## src/rtl/codificador_hamming_tx_pkg.sv

```systemverilog
// Shared types and constants for the Hamming(8,4) SECDED serial transmitter.
package codificador_hamming_tx_pkg;

  localparam int unsigned ANCHO_DATO    = 4;
  localparam int unsigned ANCHO_PALABRA = 8;
  localparam int unsigned ANCHO_POS     = 3;
  localparam int unsigned ANCHO_CICLO   = 8;

  // Data bit positions inside the codeword (dato[0..3])
  localparam int unsigned POS_D0 = 3;
  localparam int unsigned POS_D1 = 5;
  localparam int unsigned POS_D2 = 6;
  localparam int unsigned POS_D3 = 7;

  // Hamming parity positions and overall parity position
  localparam int unsigned POS_P1 = 1;
  localparam int unsigned POS_P2 = 2;
  localparam int unsigned POS_P4 = 4;
  localparam int unsigned POS_PG = 0;

  typedef enum logic [1:0] {
    REPOSO = 2'd0,
    ENVIO  = 2'd1,
    FIN    = 2'd2
  } estado_t;

endpackage

```

## src/rtl/codificador_hamming_tx_generador_paridad.sv

```systemverilog
// Combinational Hamming(8,4) encoder with overall even parity in bit 0.
module generador_paridad
  import codificador_hamming_tx_pkg::*;
(
  input  logic [ANCHO_DATO-1:0]    i_dato,
  output logic [ANCHO_PALABRA-1:0] o_palabra
);

  logic [ANCHO_PALABRA-1:0] w_sin_pg;

  // Place data bits, then derive the three Hamming parities
  always_comb begin
    w_sin_pg         = '0;
    w_sin_pg[POS_D0] = i_dato[0];
    w_sin_pg[POS_D1] = i_dato[1];
    w_sin_pg[POS_D2] = i_dato[2];
    w_sin_pg[POS_D3] = i_dato[3];
    w_sin_pg[POS_P1] = i_dato[0] ^ i_dato[1] ^ i_dato[3];
    w_sin_pg[POS_P2] = i_dato[0] ^ i_dato[2] ^ i_dato[3];
    w_sin_pg[POS_P4] = i_dato[1] ^ i_dato[2] ^ i_dato[3];
  end

  // Overall parity covers bits 1..7 so the full word has even parity
  always_comb begin
    o_palabra         = w_sin_pg;
    o_palabra[POS_PG] = ^w_sin_pg[ANCHO_PALABRA-1:1];
  end

endmodule

```

## src/rtl/codificador_hamming_tx.sv

```systemverilog
// Hamming(8,4) SECDED encoder with error injection and LSB-first serializer.
module codificador_hamming_tx
  import codificador_hamming_tx_pkg::*;
#(
  parameter int unsigned CICLOS_POR_BIT = 1
) (
  input  logic                     reloj,
  input  logic                     reset,
  input  logic [ANCHO_DATO-1:0]    dato,
  input  logic                     dato_valido,
  output logic                     listo,
  input  logic                     inyectar_simple,
  input  logic                     inyectar_doble,
  input  logic [ANCHO_POS-1:0]     pos_error,
  output logic [ANCHO_PALABRA-1:0] palabra,
  output logic                     tx_bit,
  output logic                     tx_valido,
  output logic                     tx_inicio,
  output logic                     tx_fin
);

  localparam logic [ANCHO_CICLO-1:0] CICLO_ULT = ANCHO_CICLO'(CICLOS_POR_BIT - 1);
  localparam logic [ANCHO_POS-1:0]   BIT_ULT   = ANCHO_POS'(ANCHO_PALABRA - 1);

  estado_t                  r_estado;
  logic                     r_listo;
  logic [ANCHO_PALABRA-1:0] r_palabra;
  logic                     r_tx_bit;
  logic                     r_tx_valido;
  logic                     r_tx_inicio;
  logic                     r_tx_fin;
  logic [ANCHO_POS-1:0]     r_bit;
  logic [ANCHO_CICLO-1:0]   r_ciclo;

  logic [ANCHO_PALABRA-1:0] w_codigo;
  logic [ANCHO_PALABRA-1:0] w_mascara;
  logic [ANCHO_PALABRA-1:0] w_palabra_tx;
  logic [ANCHO_POS-1:0]     w_pos_par;
  logic                     w_acepta;

  generador_paridad u_generador_paridad (
    .i_dato    (dato),
    .o_palabra (w_codigo)
  );

  // Injection mask: double flips pos and its wrap-around neighbour, double wins
  always_comb begin
    w_mascara = '0;
    w_pos_par = pos_error + 3'd1;
    if (inyectar_doble) begin
      w_mascara[pos_error] = 1'b1;
      w_mascara[w_pos_par] = 1'b1;
    end else if (inyectar_simple) begin
      w_mascara[pos_error] = 1'b1;
    end
  end

  assign w_palabra_tx = w_codigo ^ w_mascara;
  assign w_acepta     = dato_valido && r_listo;

  // Frame sequencer: REPOSO -> ENVIO (8 bits) -> FIN -> REPOSO
  always_ff @(posedge reloj or posedge reset) begin
    if (reset) begin
      r_estado    <= REPOSO;
      r_listo     <= 1'b1;
      r_palabra   <= '0;
      r_tx_bit    <= 1'b0;
      r_tx_valido <= 1'b0;
      r_tx_inicio <= 1'b0;
      r_tx_fin    <= 1'b0;
      r_bit       <= '0;
      r_ciclo     <= '0;
    end else begin
      case (r_estado)
        REPOSO: begin
          if (w_acepta) begin
            r_estado    <= ENVIO;
            r_listo     <= 1'b0;
            r_palabra   <= w_palabra_tx;
            r_tx_bit    <= w_palabra_tx[0];
            r_tx_valido <= 1'b1;
            r_tx_inicio <= 1'b1;
            r_bit       <= '0;
            r_ciclo     <= '0;
          end
        end
        ENVIO: begin
          if (r_ciclo == CICLO_ULT) begin
            r_ciclo <= '0;
            if (r_bit == BIT_ULT) begin
              r_estado    <= FIN;
              r_tx_bit    <= 1'b0;
              r_tx_valido <= 1'b0;
              r_tx_inicio <= 1'b0;
              r_tx_fin    <= 1'b1;
            end else begin
              r_bit       <= r_bit + 3'd1;
              r_tx_bit    <= r_palabra[r_bit + 3'd1];
              r_tx_inicio <= 1'b0;
            end
          end else begin
            r_ciclo <= r_ciclo + 8'd1;
          end
        end
        FIN: begin
          r_estado <= REPOSO;
          r_tx_fin <= 1'b0;
          r_listo  <= 1'b1;
        end
        default: begin
          r_estado <= REPOSO;
          r_listo  <= 1'b1;
        end
      endcase
    end
  end

  assign listo     = r_listo;
  assign palabra   = r_palabra;
  assign tx_bit    = r_tx_bit;
  assign tx_valido = r_tx_valido;
  assign tx_inicio = r_tx_inicio;
  assign tx_fin    = r_tx_fin;

endmodule

```

## config.mk

```make
export PLATFORM = sky130hd
export DESIGN_NAME = codificador_hamming_tx
export DESIGN_NICKNAME = d
export VERILOG_FILES = /design/src/rtl/codificador_hamming_tx_pkg.sv /design/src/rtl/codificador_hamming_tx_generador_paridad.sv /design/src/rtl/codificador_hamming_tx.sv
export SDC_FILE = /design/constraint.sdc
export NUM_CORES = 1
export LEC_CHECK = 0
export ABC_AREA = 1
export CAP_MARGIN = 5
export CORE_MARGIN = 10
export CORE_UTILIZATION = 58
export DETAILED_ROUTE_END_ITERATION = 8
export PLACE_DENSITY_LB_ADDON = 0.3
export SLEW_MARGIN = 0
export SYNTH_ARGS = -nofsm -noshare
export SYNTH_HDL_FRONTEND = slang
export SYNTH_SLANG_ARGS = --single-unit
```

## constraint.sdc

```tcl
create_clock -name reloj -period 2 [get_ports reloj]
set_input_delay 0.3 -clock reloj [delete_from_list [all_inputs] [get_ports reloj]]
set_output_delay 0.3 -clock reloj [all_outputs]
set_load 0.03 [all_outputs]
```

==> results.sh <==
export IMPL_status="finished, final reports clean"
export IMPL_dpl_cell_count=289
export IMPL_yosys_top_cells_area="dfrtp_1 (36%), nand2_1 (16%), inv_1 (7.1%)"
export IMPL_cts_tree="yes"
export IMPL_drive_gt1_frac=0.08779
export IMPL_insertion_delay_ns=0.33
export IMPL_dr_wl_met2_um=1928
export IMPL_drcViolationCount=0
export IMPL_cts_root_buffer="clkbuf_4"
export IMPL_yosysTopAreaCell="dfrtp_1"
export IMPL_dr_wl_met3_um=207
export IMPL_seq_power_share=0.517
export IMPL_numPortBuffers=24
export IMPL_irDropWorstVdd_mv=0.3745
export IMPL_p_sw_frac=0.2349
export IMPL_num_antenna_cells=0
export IMPL_synth_avg_cell_area_um2=7.338
export IMPL_nNetsFinal=280
export IMPL_clk_path_buf_depth=2
export IMPL_synth_edf_count=0
export IMPL_synth_seq_cells=26
export IMPL_via_count=1571
export IMPL_fin_crit_sh=0.9581
export IMPL_die_area_um2=5589
export IMPL_synthCells=237
export IMPL_cp_top_family="buffers and inverters"
export IMPL_slowest_delay_ns=0.68
export IMPL_crit_chain="clkdlybuf4s50_1"
export IMPL_area_delta_synth_final_pct=17.63
export IMPL_synthFlopType="dfrtp_1"
export IMPL_rsz0062_at_grt="false"
export IMPL_async_flop_share=1.000
export IMPL_worst_slew_pin_slew_ns=0.3324
export IMPL_drt_first_pass_iters=4
export IMPL_fin_crit_ns=1.916
export IMPL_drv_slew=0
export IMPL_ctsResizeCount=0
export IMPL_critPathKind="reg -> out"
export IMPL_p_comb_frac=0.123
export IMPL_relSlewSlack=0.7784
export IMPL_postCtsSetupBuffers=0
export IMPL_first_iter_violations=144
export IMPL_worstPathArrival_ns=1.62
export IMPL_gp_congestion=0.8387
export IMPL_numClockSinks=26
export IMPL_ant_nets=0
export IMPL_ys_types=30
export IMPL_start_kind="flip-flop"
export IMPL_yosysMostFrequentCell="nand2_1"
export IMPL_yosysTopAreaCellShare=0.3597
export IMPL_total_power_w=0.001017
export IMPL_power_leakage_nw=1.035
export IMPL_required_ns=1.70
export IMPL_initial_core_util=0.6200
export IMPL_antenna_found_initial=0
export IMPL_path_clk_slew_ns=0.15
export IMPL_crit_buf_inv=1
export IMPL_cellPowerDensity_nw_per_um2=497.3
export IMPL_grt_use_total=0.1462
export IMPL_ys_top_cells_by_count="nand2_1 (74), inv_1 (33), dfrtp_1 (25)"
export IMPL_worst_path_max_delay_cell="clkdlybuf4s50_1"
export IMPL_endpoint_kind="output port"
export IMPL_core_area_um2=2805
export IMPL_wl_um=3879
export IMPL_numCtsBuffers=3
export IMPL_drv_cap=0
export IMPL_dpl_hpwl_um=3043
export IMPL_setup_tns_ns=0
export IMPL_yosysWarnings=0
export IMPL_std_cell_rows=19
export IMPL_num_io_pins=25
export IMPL_synth_net_count=254
export IMPL_drt_met1_wl_um=1720
export IMPL_hold_viol=0
export IMPL_p_int_w=0.0007784
export IMPL_clkPwrFrac=0.360
export IMPL_grt_max_degree=27
export IMPL_holdBufCountCts=0
export IMPL_h_tree_depth=1
export IMPL_avgRoutedWirePerCell_um=13.24
export IMPL_synth_seq_area_share=0.3748
export IMPL_grt_pass1_wl_um=6617
export IMPL_dr_max_layer_used="met4"
export IMPL_setup_violations_final=0
export IMPL_hold_path_class="in -> async"
export IMPL_path_max_fanout=4
export IMPL_layoutNonFillerInstCount=293
export IMPL_drt_vias_per_instance=5.362
export IMPL_fp_dieW_um=74.76
export IMPL_grt_pass1_vias=1494
export IMPL_netlist_area_um2=1739
export IMPL_fin_skew_ns=0.007075
export IMPL_grt_ovfl_total=0
export IMPL_clock_fmax_mhz=521.9
export IMPL_die_y_um=74.76
export IMPL_p_switching_w=0.0002390
through the flow:
stage / instance area, µm² / utilization / hold WS [ns] / setup WS, ns
global placement: 1993 / 0.7105 / 0.4606 / 0.1681
CTS: 2046 / 0.7293 / 0.3051 / 0.06905
finish: 2046 / 0.7293 / 0.3008 / 0.08383
detailed placement: 1993 / 0.7105 / 0.4742 / 0.1330
floorplan: 1739 / - / 0.3393 / 0.6849
global route: 2046 / 0.7293 / 0.3160 / 0.01678
worst paths after layout:
path | start | end | slack (ns) | cells past startpoint
max | listo$_DFFE_PP1P_ | listo | 0.08 | 1
min | reset | tx_bit$_DFFE_PP0P_ | 0.30 | 3
max reg2reg | r_bit[0]$_DFFE_PP0P_ | tx_bit$_DFFE_PP0P_ | 0.47 | 8
min reg2reg | tx_valido$_DFFE_PP0P_ | tx_valido$_DFFE_PP0P_ | 0.50 | 2
max in group asynchronous | reset | listo$_DFFE_PP1P_ | 1.41 | 3
min in group reloj | tx_valido$_DFFE_PP0P_ | tx_valido$_DFFE_PP0P_ | 0.50 | 2
area by class of cell:
class / instances / area, µm²
clock buffers: 3 / 22.52
multi-input cells: 169 / 908.4
flip-flops and latches: 26 / 651.9
well taps: 31 / 38.79
clock inverters: 1 / 30.03
inverters: 38 / 146.4
fillers: 234 / 759.5
repair buffers: 25 / 247.7
cells by family after synthesis:
group,Yosys count,synth area share
AOI/OAI and AO/OA,31,0.1079
xor gates and xnor gates,8,0.04029
adders and majority gates,5,0.03597
buffers and inverters,42,0.1029
DFF,26,0.3748
and+or+nand+nor,125,0.3381
metal layers:
| metal | up-vias | GRT usage |
|---|---|---|
| li1 | 805 | - |
| met1 | 726 | 0.1731 |
| met2 | 35 | 0.2584 |
| met3 | 5 | 0.04205 |
| met4 | 0 | 0.02731 |
| met5 | - | 0 |
power by group through the flow:
stage,Clock [W],Sequential [W],Combinational [W]
after global placement,0,0.000536,0.000122
after detailed placement,0,0.000536,0.000124
final,0.000366,0.000526,0.000125
after global routing,0.000394,0.000526,0.000140
after floorplan,0,0.000536,0.0000798
after CTS,0.000372,0.000526,0.000125
sequential cells by signal, summed over array words and instances (netlist names):
signal / cells
palabra: 8
r_ciclo: 8
r_bit: 3
r_estado: 2
listo: 1
tx_bit: 1
tx_fin: 1
tx_inicio: 1
tx_valido: 1
cell usage in the layout (no fill, tap or decap), types with 2 or more instances in the layout:
| cell type | n |
|---|---|
| nand2_1 | 74 |
| inv_1 | 33 |
| dfrtp_1 | 25 |
| clkdlybuf4s50_1 | 24 |
| nand3_1 | 22 |
| nor2_1 | 13 |
| o21ai_0 | 11 |
| o22ai_1 | 6 |
| xor2_1 | 6 |
| o21ai_1 | 5 |
| ha_1 | 5 |
| o211ai_1 | 4 |
| nand2_4 | 4 |
| inv_2 | 3 |
| nand4_1 | 3 |
| a21oi_1 | 3 |
| clkbuf_4 | 3 |
| nor2_4 | 2 |
| nor2_2 | 2 |
| xnor2_1 | 2 |
(Power assumes the default switching activity.)
